===== src/rtl/debounce_pkg.sv =====
// debounce_pulser shared types.
// FSM state encoding and counter width helper.
package debounce_pkg;

  typedef enum logic [1:0] {
    IDLE = 2'd0,
    HELD = 2'd1,
    REL  = 2'd2
  } state_t;

  function automatic int clog2_max3(
    input int a,
    input int b,
    input int c
  );
    int m;
    m = (a > b) ? a : b;
    m = (m > c) ? m : c;
    return $clog2(m + 1);
  endfunction

endpackage


===== src/rtl/debounce_channel.sv =====
// One debounce channel: 2-flop synchroniser,
// press/release FSM, noise filter and auto-repeat.
module debounce_channel
  import debounce_pkg::*;
#(
  parameter int DEBOUNCE_CYC = 150000,
  parameter int REPEAT_DELAY = 25000000,
  parameter int REPEAT_RATE  = 5000000
) (
  input  logic clock,
  input  logic reset,
  input  logic btn_in,
  input  logic repeat_en,
  output logic level,
  output logic press_pulse,
  output logic release_pulse
);

  localparam int CNT_W =
    clog2_max3(DEBOUNCE_CYC, REPEAT_DELAY, REPEAT_RATE);

  localparam logic [CNT_W-1:0] DB_MAX = CNT_W'(DEBOUNCE_CYC);
  localparam logic [CNT_W-1:0] DB_END = CNT_W'(DEBOUNCE_CYC - 1);
  localparam logic [CNT_W-1:0] RD_END = CNT_W'(REPEAT_DELAY - 1);
  localparam logic [CNT_W-1:0] RR_END = CNT_W'(REPEAT_RATE - 1);

  logic [1:0]       sync;
  logic             s;
  state_t           state;
  logic [CNT_W-1:0] hold_cnt;
  logic [CNT_W-1:0] rel_cnt;
  logic [CNT_W-1:0] rep_cnt;
  logic             rep_armed;
  logic [CNT_W-1:0] rep_end;

  assign s = sync[1];

  // First repeat waits the long delay, later ones the short rate.
  assign rep_end = rep_armed ? RR_END : RD_END;

  always_ff @(posedge clock) begin
    if (reset) begin
      sync          <= '0;
      state         <= IDLE;
      level         <= 1'b0;
      press_pulse   <= 1'b0;
      release_pulse <= 1'b0;
      hold_cnt      <= '0;
      rel_cnt       <= '0;
      rep_cnt       <= '0;
      rep_armed     <= 1'b0;
    end else begin
      sync          <= {sync[0], btn_in};
      press_pulse   <= 1'b0;
      release_pulse <= 1'b0;
      unique case (state)
        IDLE: begin
          if (s) begin
            state       <= HELD;
            level       <= 1'b1;
            press_pulse <= 1'b1;
            hold_cnt    <= '0;
            rep_cnt     <= '0;
            rep_armed   <= 1'b0;
          end
        end
        HELD: begin
          if (hold_cnt != DB_MAX)
            hold_cnt <= hold_cnt + 1'b1;
          if (!s && hold_cnt == DB_MAX) begin
            state         <= REL;
            level         <= 1'b0;
            release_pulse <= 1'b1;
            hold_cnt      <= '0;
            rel_cnt       <= '0;
            rep_cnt       <= '0;
            rep_armed     <= 1'b0;
          end else if (s && repeat_en) begin
            if (rep_cnt == rep_end) begin
              press_pulse <= 1'b1;
              rep_cnt     <= '0;
              rep_armed   <= 1'b1;
            end else begin
              rep_cnt <= rep_cnt + 1'b1;
            end
          end else begin
            rep_cnt   <= '0;
            rep_armed <= 1'b0;
          end
        end
        REL: begin
          if (s)
            rel_cnt <= '0;
          else if (rel_cnt == DB_END) begin
            state   <= IDLE;
            rel_cnt <= '0;
          end else
            rel_cnt <= rel_cnt + 1'b1;
        end
        default: begin
          state     <= IDLE;
          level     <= 1'b0;
          hold_cnt  <= '0;
          rel_cnt   <= '0;
          rep_cnt   <= '0;
          rep_armed <= 1'b0;
        end
      endcase
    end
  end

endmodule


===== src/rtl/debounce_pulser.sv =====
// Multi-channel debouncer and edge pulser.
// Replicates debounce_channel and concatenates outputs.
module debounce_pulser
  import debounce_pkg::*;
#(
  parameter int N_CH         = 4,
  parameter int DEBOUNCE_CYC = 150000,
  parameter int REPEAT_DELAY = 25000000,
  parameter int REPEAT_RATE  = 5000000
) (
  input  logic            clock,
  input  logic            reset,
  input  logic [N_CH-1:0] btn_in,
  input  logic [N_CH-1:0] repeat_en,
  output logic [N_CH-1:0] level,
  output logic [N_CH-1:0] press_pulse,
  output logic [N_CH-1:0] release_pulse
);

  for (genvar i = 0; i < N_CH; i++) begin : g_ch
    debounce_channel #(
      .DEBOUNCE_CYC (DEBOUNCE_CYC),
      .REPEAT_DELAY (REPEAT_DELAY),
      .REPEAT_RATE  (REPEAT_RATE)
    ) u_ch (
      .clock         (clock),
      .reset         (reset),
      .btn_in        (btn_in[i]),
      .repeat_en     (repeat_en[i]),
      .level         (level[i]),
      .press_pulse   (press_pulse[i]),
      .release_pulse (release_pulse[i])
    );
  end

endmodule

===== config.mk =====
export PLATFORM = sky130hd
export DESIGN_NAME = debounce_pulser
export DESIGN_NICKNAME = d
export VERILOG_FILES = /design/src/rtl/debounce_pkg.sv /design/src/rtl/debounce_channel.sv /design/src/rtl/debounce_pulser.sv
export SDC_FILE = /design/constraint.sdc
export NUM_CORES = 1
export LEC_CHECK = 0
export CAP_MARGIN = 20
export CORE_ASPECT_RATIO = 1.2
export CORE_UTILIZATION = 60
export DETAILED_ROUTE_END_ITERATION = 8
export PLACE_DENSITY = 0.75
export SETUP_SLACK_MARGIN = 0.15
export SKIP_LAST_GASP = 1
export SLEW_MARGIN = 10
export SYNTH_ARGS = -nofsm -noshare
export SYNTH_HDL_FRONTEND = slang
export SYNTH_SLANG_ARGS = --single-unit
export TNS_END_PERCENT = 10

===== constraint.sdc =====
create_clock -name clock -period 3.3 [get_ports clock]
set_clock_uncertainty 0.15 [all_clocks]
set_input_delay 0.66 -clock clock [delete_from_list [all_inputs] [get_ports clock]]
set_output_delay 0.66 -clock clock [all_outputs]
set_load 0.02 [all_outputs]

==> results of run 1 <==
[worst min path at each step]
stage | startpoint | endpoint | slack, ns | depth (start not counted)
after CTS | g_ch[2].u_ch.sync[0]$_SDFF_PP0_ | g_ch[2].u_ch.sync[1]$_SDFF_PP0_ | 0.29 | 1
final | g_ch[2].u_ch.sync[0]$_SDFF_PP0_ | g_ch[2].u_ch.sync[1]$_SDFF_PP0_ | 0.29 | 1
after floorplan | g_ch[0].u_ch.sync[0]$_SDFF_PP0_ | g_ch[0].u_ch.sync[1]$_SDFF_PP0_ | 0.26 | 1
after global placement | g_ch[2].u_ch.sync[0]$_SDFF_PP0_ | g_ch[2].u_ch.sync[1]$_SDFF_PP0_ | 0.27 | 1
after global routing | g_ch[2].u_ch.sync[0]$_SDFF_PP0_ | g_ch[2].u_ch.sync[1]$_SDFF_PP0_ | 0.32 | 1
after detailed placement | g_ch[2].u_ch.sync[0]$_SDFF_PP0_ | g_ch[2].u_ch.sync[1]$_SDFF_PP0_ | 0.28 | 1
[cell type report]
class	count	area, um^2
flip-flops and latches	332	6646
well taps	379	474.2
fillers	2383	9270
clock buffers	54	1082
multi-input cells	1585	9796
clock inverters	10	60.06
inverters	71	266.5
repair buffers	55	488.0
[stage by stage]
stage                     setup slack, ns  cell area, um^2  std cells
after floorplan                    0.7582            17210       2111
after global placement             0.4382            17660       2422
after detailed placement           0.3347            17660       2422
after CTS                          0.3311            18800       2486
after global routing               0.3011            18810       2486
final                              0.5070            18810       2486
[routing by layer]
layer	GRT usage [%]	vias up
met5	0	-
met4	8.861	0
met3	3.536	61
met2	46.60	305
met1	33.74	7489
li1	-	7799
[layout by cell type (no fill, tap or decap), types with 18 or more instances in the layout]
master	count
a211oi_1	20
a21oi_1	149
and2_1	21
and3_1	29
and4_1	29
buf_4	33
clkbuf_16	39
clkdlybuf4s50_1	20
dfxtp_1	332
inv_1	69
nand2_1	123
nand3_1	119
nand4_1	84
nor2_1	194
nor2b_1	21
nor3_1	90
nor4_1	78
nor4b_1	18
o211ai_1	20
o21ai_0	75
o31ai_1	48
or3_1	66
or4_1	53
xnor2_1	100
xor2_1	44
[state kept, by name, indices dropped and copies added (netlist names)]
name                     count
g_ch.u_ch.sync               8
g_ch.u_ch.level              4
g_ch.u_ch.rep_armed          4
g_ch.u_ch.hold_cnt         100
g_ch.u_ch.release_pulse      4
g_ch.u_ch.state              8
g_ch.u_ch.rep_cnt          100
g_ch.u_ch.press_pulse        4
g_ch.u_ch.rel_cnt          100
[kinds of logic after synthesis]
kind of cell    after synthesis  synth area share (%)
fa+ha+maj                    16                 1.163
compound gates              411                 15.16
simple gates               1008                 32.71
mux                           6                0.3490
buf+inv                     194                 4.661
flops                       332                 38.62
xor+xnor                    144                 7.329
[where the power goes]
part	internal (W)	switching, W
Combinational	0.0000936	0.000203
Clock	0.00228	0.00163
Sequential	0.00403	0.0000314
[worst max-delay path, stage by stage, from the launching register on]
cell and delay (ns):
dfxtp_1 0.44, nor4bb_1 0.41, and4_1 0.45, a41oi_4 0.35
buf_4 0.28, or4_1 0.49, a21oi_1 0.15
==> metrics.md, run 1 <==
| Metric | Value |
|---|---|
| Max-slew violation count | `0` |
| Number of search-and-repair iterations in the first detailed-routing pass | `6` |
| Highest metal layer used by the detailed router | `met4` |
| Final count of negative-setup-slack endpoints | `0` |
| Hold slack | `0.2917 ns` |
| Shortest period the worst path allows | `2.793 ns` |
| CTS H-tree lvls | `2` |
| Wire length on met1 | `17,700 um` |
| Register-to-Register Path Depth | `6` |
| Number of unique standard cell types used by synthesis | `80` |
| Top cell types by occurrence after synthesis | `dfxtp_1 (332), nor2_1 (194), a21oi_1 (150)` |
| Hold bufs inserted after CTS | `0` |
| Root Driver | `clkbuf_16` |
| Post-Route Utilization | `66.99%` |
| Top achievable clock speed | `0.3580 GHz` |
| Residual antenna-violating net count after detailed routing | `0` |
| Metal3 WL | `1417 um` |
| Capture point of the critical path | `g_ch[0].u_ch.rel_cnt[11]$_SDFFE_PP0P_` |
| Pin count of the biggest net entering global routing | `73` |
| Number of instances in the synthesized netlist | `2,111` |
| Yosys top cell by area | `dfxtp_1` |
| Setup slack of the worst register-to-register path | `0.51 ns` |
| TritonCTS clock tree | `built` |
| Die boundary width | `156.6 um` |
| Warning count from the yosys run | `0` |
| Main synth FF type | `dfxtp_1` |
| Count of final hold-check violations | `0` |
| Wire length of the first global-routing pass | `67,230 um` |
| Floorplan core area | `28,080 um^2` |
| Share of synthesized registers carrying an async set or reset | `0%` |
| DRC violation count after routing | `0` |
| Net count after synthesis | `2,137` |
| Maximum root-to-sink buffer count | `3` |
| Vertical die dimension | `187.5 um` |
| Area Overhead vs Synth | `9.329%` |
| Number of violations of the max-capacitance limit | `0` |
| Final weighted congestion of routability-driven global placement | `0.8635` |
| Number of enable flip-flop cells after synthesis | `0` |
| Number of buffers added for setup after CTS | `0` |
| Outcome | `finished clean` |
| Start point of the critical path | `g_ch[0].u_ch.hold_cnt[14]$_SDFFE_PP0P_` |
| GRT Overall Usage | `26.73%` |
| Effective utilization at floorplan | `61.27%` |
| Met2 wire length | `19,230 um` |
| Routed length per instance | `15.73 um` |
| Peak VDD IR | `0.0003642 V` |
| Flip-flop and latch count after synthesis | `332` |
| Clock latency reported for the late side of the worst-skew pair | `0.53 ns` |
| Setup repair after global routing missed its margin | `false` |
| Initial antenna violation count | `0` |
| Number of gates resized after CTS | `0` |
| Number of buffers created by CTS | `37` |
| Leakage component of the power | `5.474 nW` |
| Floorplan die area | `29,360 um^2` |
| Post-synth top area share | `38.62%` |
| Crit path required time | `3.61 ns` |
| Port bufs | `21` |
| Power density of the placed cells | `439.5 nW/um^2` |
| Total wirelength of the detailed-routed design | `39,110 um` |
| Period Utilization, post-route | `84.64%` |
| Sequential element share of the synthesized area | `38.62%` |
| Worst hold path class | `flop to flop` |
| Via-per-instance ratio | `6.297` |
| Data arrival time at the worst-slack endpoint | `3.10 ns` |
| Crit. End Element | `flop` |
| Worst reg2reg path startpoint | `g_ch[0].u_ch.hold_cnt[14]$_SDFFE_PP0P_` |
| Number of DRC markers after the initial detailed-route iteration | `1,112` |
| Worst slew slack as a fraction of its limit | `30.81%` |
| Total number of clock tree sinks | `332` |
| Syn Area/Cell | `8.151 um^2` |
| CP Launch Type | `flop` |
| ANT cells | `0` |
| Synthesized area | `17,210 um^2` |
| Worst reg2reg endpoint | `g_ch[0].u_ch.rel_cnt[11]$_SDFFE_PP0P_` |
| Clk slew on worst S/H paths | `0.06 ns` |
| Most area-consuming cells after synthesis | `dfxtp_1 (39%), xnor2_1 (5.1%), a21oi_1 (4.4%)` |
| Proportion of layout cells with a drive suffix above 1 | `5.980%` |
| Overflow left after global routing | `0` |
| Library cell with the highest instance count after synthesis | `dfxtp_1` |
| Net count, final | `2,108` |
| Via count | `15,654` |
| Total Power Consumption | `0.008267 W` |
| Ports placed on the boundary | `22` |
| CP max FO | `25` |
| Slew at the pin closest to its max-slew limit | `1.033 ns` |
| Sum of net half-perimeters after detailed placement | `26,020 um` |
| Start-to-end type of the worst setup path | `flop to flop` |
| Number of placement rows | `67` |
| Total Neg Setup Slack | `0 ns` |
| Via count of the first global-routing pass | `14,797` |
Note: power is estimated with default switching activity, not from simulation.
==> run 2: changes to the inputs <==
==> constraint.sdc (replaced) <==
create_clock -name clock -period 2.7 [get_ports clock]
set_clock_uncertainty 0.15 [all_clocks]
set_input_delay 0.54 -clock clock [delete_from_list [all_inputs] [get_ports clock]]
set_output_delay 0.54 -clock clock [all_outputs]
set_load 0.02 [all_outputs]
==> run 2 against run 1 <==
Net effect:
- design area is 3.8% higher
- highest routed layer unchanged
- critical endpoint is now g_ch[3].u_ch.rel_cnt[11]$_SDFFE_PP0P_
- total power is 27% higher
- largest power group is now clock
- sequential share of layout area down 1.3 points
==> metrics.md, run 2 (synthesis results as in run 1) <==
| Metric | Value |
|---|---|
| Worst hold path class | `primary input to flop` |
| Worst slew slack as a fraction of its limit | `28.90% (-1.9 points)` |
| Power density of the placed cells | `536.5 nW/um^2 (+22%)` |
| Max-slew violation count | `0 (unchanged)` |
| Outcome | `finished clean` |
| Wire length of the first global-routing pass | `66,980 um (-0.38%)` |
| Commonest non-fill, non-tap cell in the layout | `dfxtp_1` |
| Number of violations of the max-capacitance limit | `0 (unchanged)` |
| Final weighted congestion of routability-driven global placement | `0.8783 (+1.7%)` |
| Floorplan die area | `29,360 um^2 (unchanged)` |
| Data arrival time at the worst-slack endpoint | `2.84 ns (-0.26 ns)` |
| Regs by FF count | `g_ch.u_ch.hold_cnt x100, g_ch.u_ch.rel_cnt x100, g_ch.u_ch.rep_cnt x100` |
| Root Driver | `clkbuf_16` |
| Number of placement rows | `67 (unchanged)` |
| Peak VDD IR | `0.0005417 V (+49%)` |
| Residual antenna-violating net count after detailed routing | `0 (unchanged)` |
| Area of the multi-input gates | `9947 um^2 (+1.5%)` |
| Start-to-end type of the worst setup path | `flop to flop` |
| Highest metal layer used by the detailed router | `met4` |
| Slowest cell on the critical path | `or4b_4` |
| Effective utilization at floorplan | `61.27% (unchanged)` |
| Proportion of layout cells with a drive suffix above 1 | `9.721% (+3.7 points)` |
| Area Overhead vs Synth | `13.44%` |
| Routed length per instance | `15.69 um (-0.28%)` |
| Port bufs | `21 (unchanged)` |
| Met2 wire length | `19,450 um (+1.2%)` |
| Storage element area | `6649 um^2 (about the same)` |
| GRT Overall Usage | `26.66% (-0.077 points)` |
| Ports placed on the boundary | `22 (unchanged)` |
| Initial antenna violation count | `0 (unchanged)` |
| CP max FO | `4 (-84%)` |
| Via-per-instance ratio | `6.297 (about the same)` |
| Number of search-and-repair iterations in the first detailed-routing pass | `7 (+1)` |
| Net count, final | `2,151 (+2.0%)` |
| Clock latency reported for the late side of the worst-skew pair | `0.54 ns (about the same)` |
| Total number of clock tree sinks | `332 (unchanged)` |
| Via count | `15,924 (+1.7%)` |
| Count of final hold-check violations | `0 (unchanged)` |
| Maximum root-to-sink buffer count | `3 (unchanged)` |
| TritonCTS clock tree | `built` |
| Die boundary width | `156.6 um (unchanged)` |
| Total wirelength of the detailed-routed design | `39,680 um (+1.4%)` |
| Via count of the first global-routing pass | `14,507 (-2.0%)` |
| Number of DRC markers after the initial detailed-route iteration | `1,203 (+8.2%)` |
| Wire length on met1 | `17,800 um (+0.59%)` |
| Crit. End Element | `flop` |
| DRC violation count after routing | `0 (unchanged)` |
| CTS H-tree lvls | `2 (unchanged)` |
| Top achievable clock speed | `0.3950 GHz (+10%)` |
| Hold slack | `0.2124 ns (-0.07938 ns)` |
| Metal3 WL | `1603 um (+13%)` |
| Cells along the critical path | `inv_2 > ha_4 > or4b_4 > nor4_4 > a21oi_4 > clkbuf_16 > buf_4 > or3_1 > a21oi_1` |
| Commonest cells after routing, fill and taps aside | `dfxtp_1 (330), nor2_1 (194), a21oi_1 (140)` |
| Number of filler cells placed in the layout | `2,289 (-3.9%)` |
| Sum of net half-perimeters after detailed placement | `26,210 um (+0.69%)` |
| Clk slew on worst S/H paths | `0.06 ns (about the same)` |
| Period Utilization, post-route | `93.77% (+9.1 points)` |
| Leakage component of the power | `5.836 nW (+6.6%)` |
| CP Launch Type | `flop` |
| Hold bufs inserted after CTS | `0 (unchanged)` |
| Overflow left after global routing | `0 (unchanged)` |
| Total Neg Setup Slack | `0 ns (unchanged)` |
| Slowest cell delay on critical path | `0.48 ns (about the same)` |
| Vertical die dimension | `187.5 um (unchanged)` |
| Setup repair after global routing missed its margin | `true` |
| Floorplan core area | `28,080 um^2 (unchanged)` |
| Crit path required time | `3.01 ns (-0.60 ns)` |
| Pin count of the biggest net entering global routing | `50 (-32%)` |
| Slew at the pin closest to its max-slew limit | `1.062 ns (+0.02860 ns)` |
| Final count of negative-setup-slack endpoints | `0 (unchanged)` |
| ANT cells | `0 (unchanged)` |
| Number of buffers created by CTS | `37 (unchanged)` |
| Shortest period the worst path allows | `2.532 ns (-0.2612 ns)` |
run 2: changes by cell type in the layout (fill, tap and decap cells not counted), moves of 3 or more:
cell / change
or4_4: +9
clkbuf_1: -5
o31ai_1: -5
o31ai_2: +4
buf_4: +31
a21oi_1: -9
a21oi_2: +8
clkbuf_16: +3
clkbuf_8: +5
buf_12: +5
or4_1: -9
buf_6: +4
run 2: worst paths after layout:
check / start / end / slack (ns) / cells after the start
max reg2reg: g_ch[3].u_ch.hold_cnt[0]$_SDFFE_PP0P_ / g_ch[3].u_ch.rel_cnt[11]$_SDFFE_PP0P_ / 0.17 / 9
min: reset / g_ch[1].u_ch.rep_armed$_SDFFE_PP0P_ / 0.21 / 2
min reg2reg: g_ch[3].u_ch.sync[0]$_SDFF_PP0_ / g_ch[3].u_ch.sync[1]$_SDFF_PP0_ / 0.29 / 1
max: g_ch[3].u_ch.hold_cnt[0]$_SDFFE_PP0P_ / g_ch[3].u_ch.rel_cnt[11]$_SDFFE_PP0P_ / 0.17 / 9
run 2: repair_timing:
action	in CTS	in global routing
endpoints found under the setup margin	1	126
pin swaps	0	22
setup buffers	0	3
resized for setup	1	43
cloned	0	4
run 2: routing by layer:
layer	vias to the layer above	GRT usage, %
met5	-	0
met4	0	8.032
met3	72	3.536
met2	343	45.69
met1	7621	34.63
li1	7888	-
run 2: power breakdown:
group	internal [W]	leakage (nW)	switching (W)
clock	0.00310	0.619	0.00202
combinational	0.000136	2.54	0.000253
sequential	0.00493	2.68	0.0000350
total	0.00816	5.84	0.00231
run 2: per-stage QoR:
stage	utilization [%]	setup WS (ns)	cell area, um^2	instances	total power, W
after global routing	69.51	0.07812	19520	2529	0.01081
after global placement	64.00	0.2289	17970	2457	0.005439
final	69.51	0.1683	19520	2529	0.01047
after floorplan	-	0.1582	17210	2111	0.005314
after detailed placement	64.00	0.1146	17970	2457	0.005446
after CTS	68.45	0.1669	19220	2521	0.01056
run 2: layout make-up:
type                    instances  area share [%]
well taps                     379           2.429
multi-input cells            1585           50.96
clock buffers                  54           5.801
flip-flops and latches        332           34.06
repair buffers                 98           4.820
clock inverters                10          0.5704
inverters                      71           1.365
run 2: critical path, delay by kind of cell (launching register included):
kind / cells / cell delay, ns
AO/OA/AOI/OAI: 2 / 0.30
adder cells (fa/ha/maj): 1 / 0.12
buffers and inverters: 3 / 0.39
flip-flops: 1 / 0.32
AND/OR/NAND/NOR: 3 / 1.18
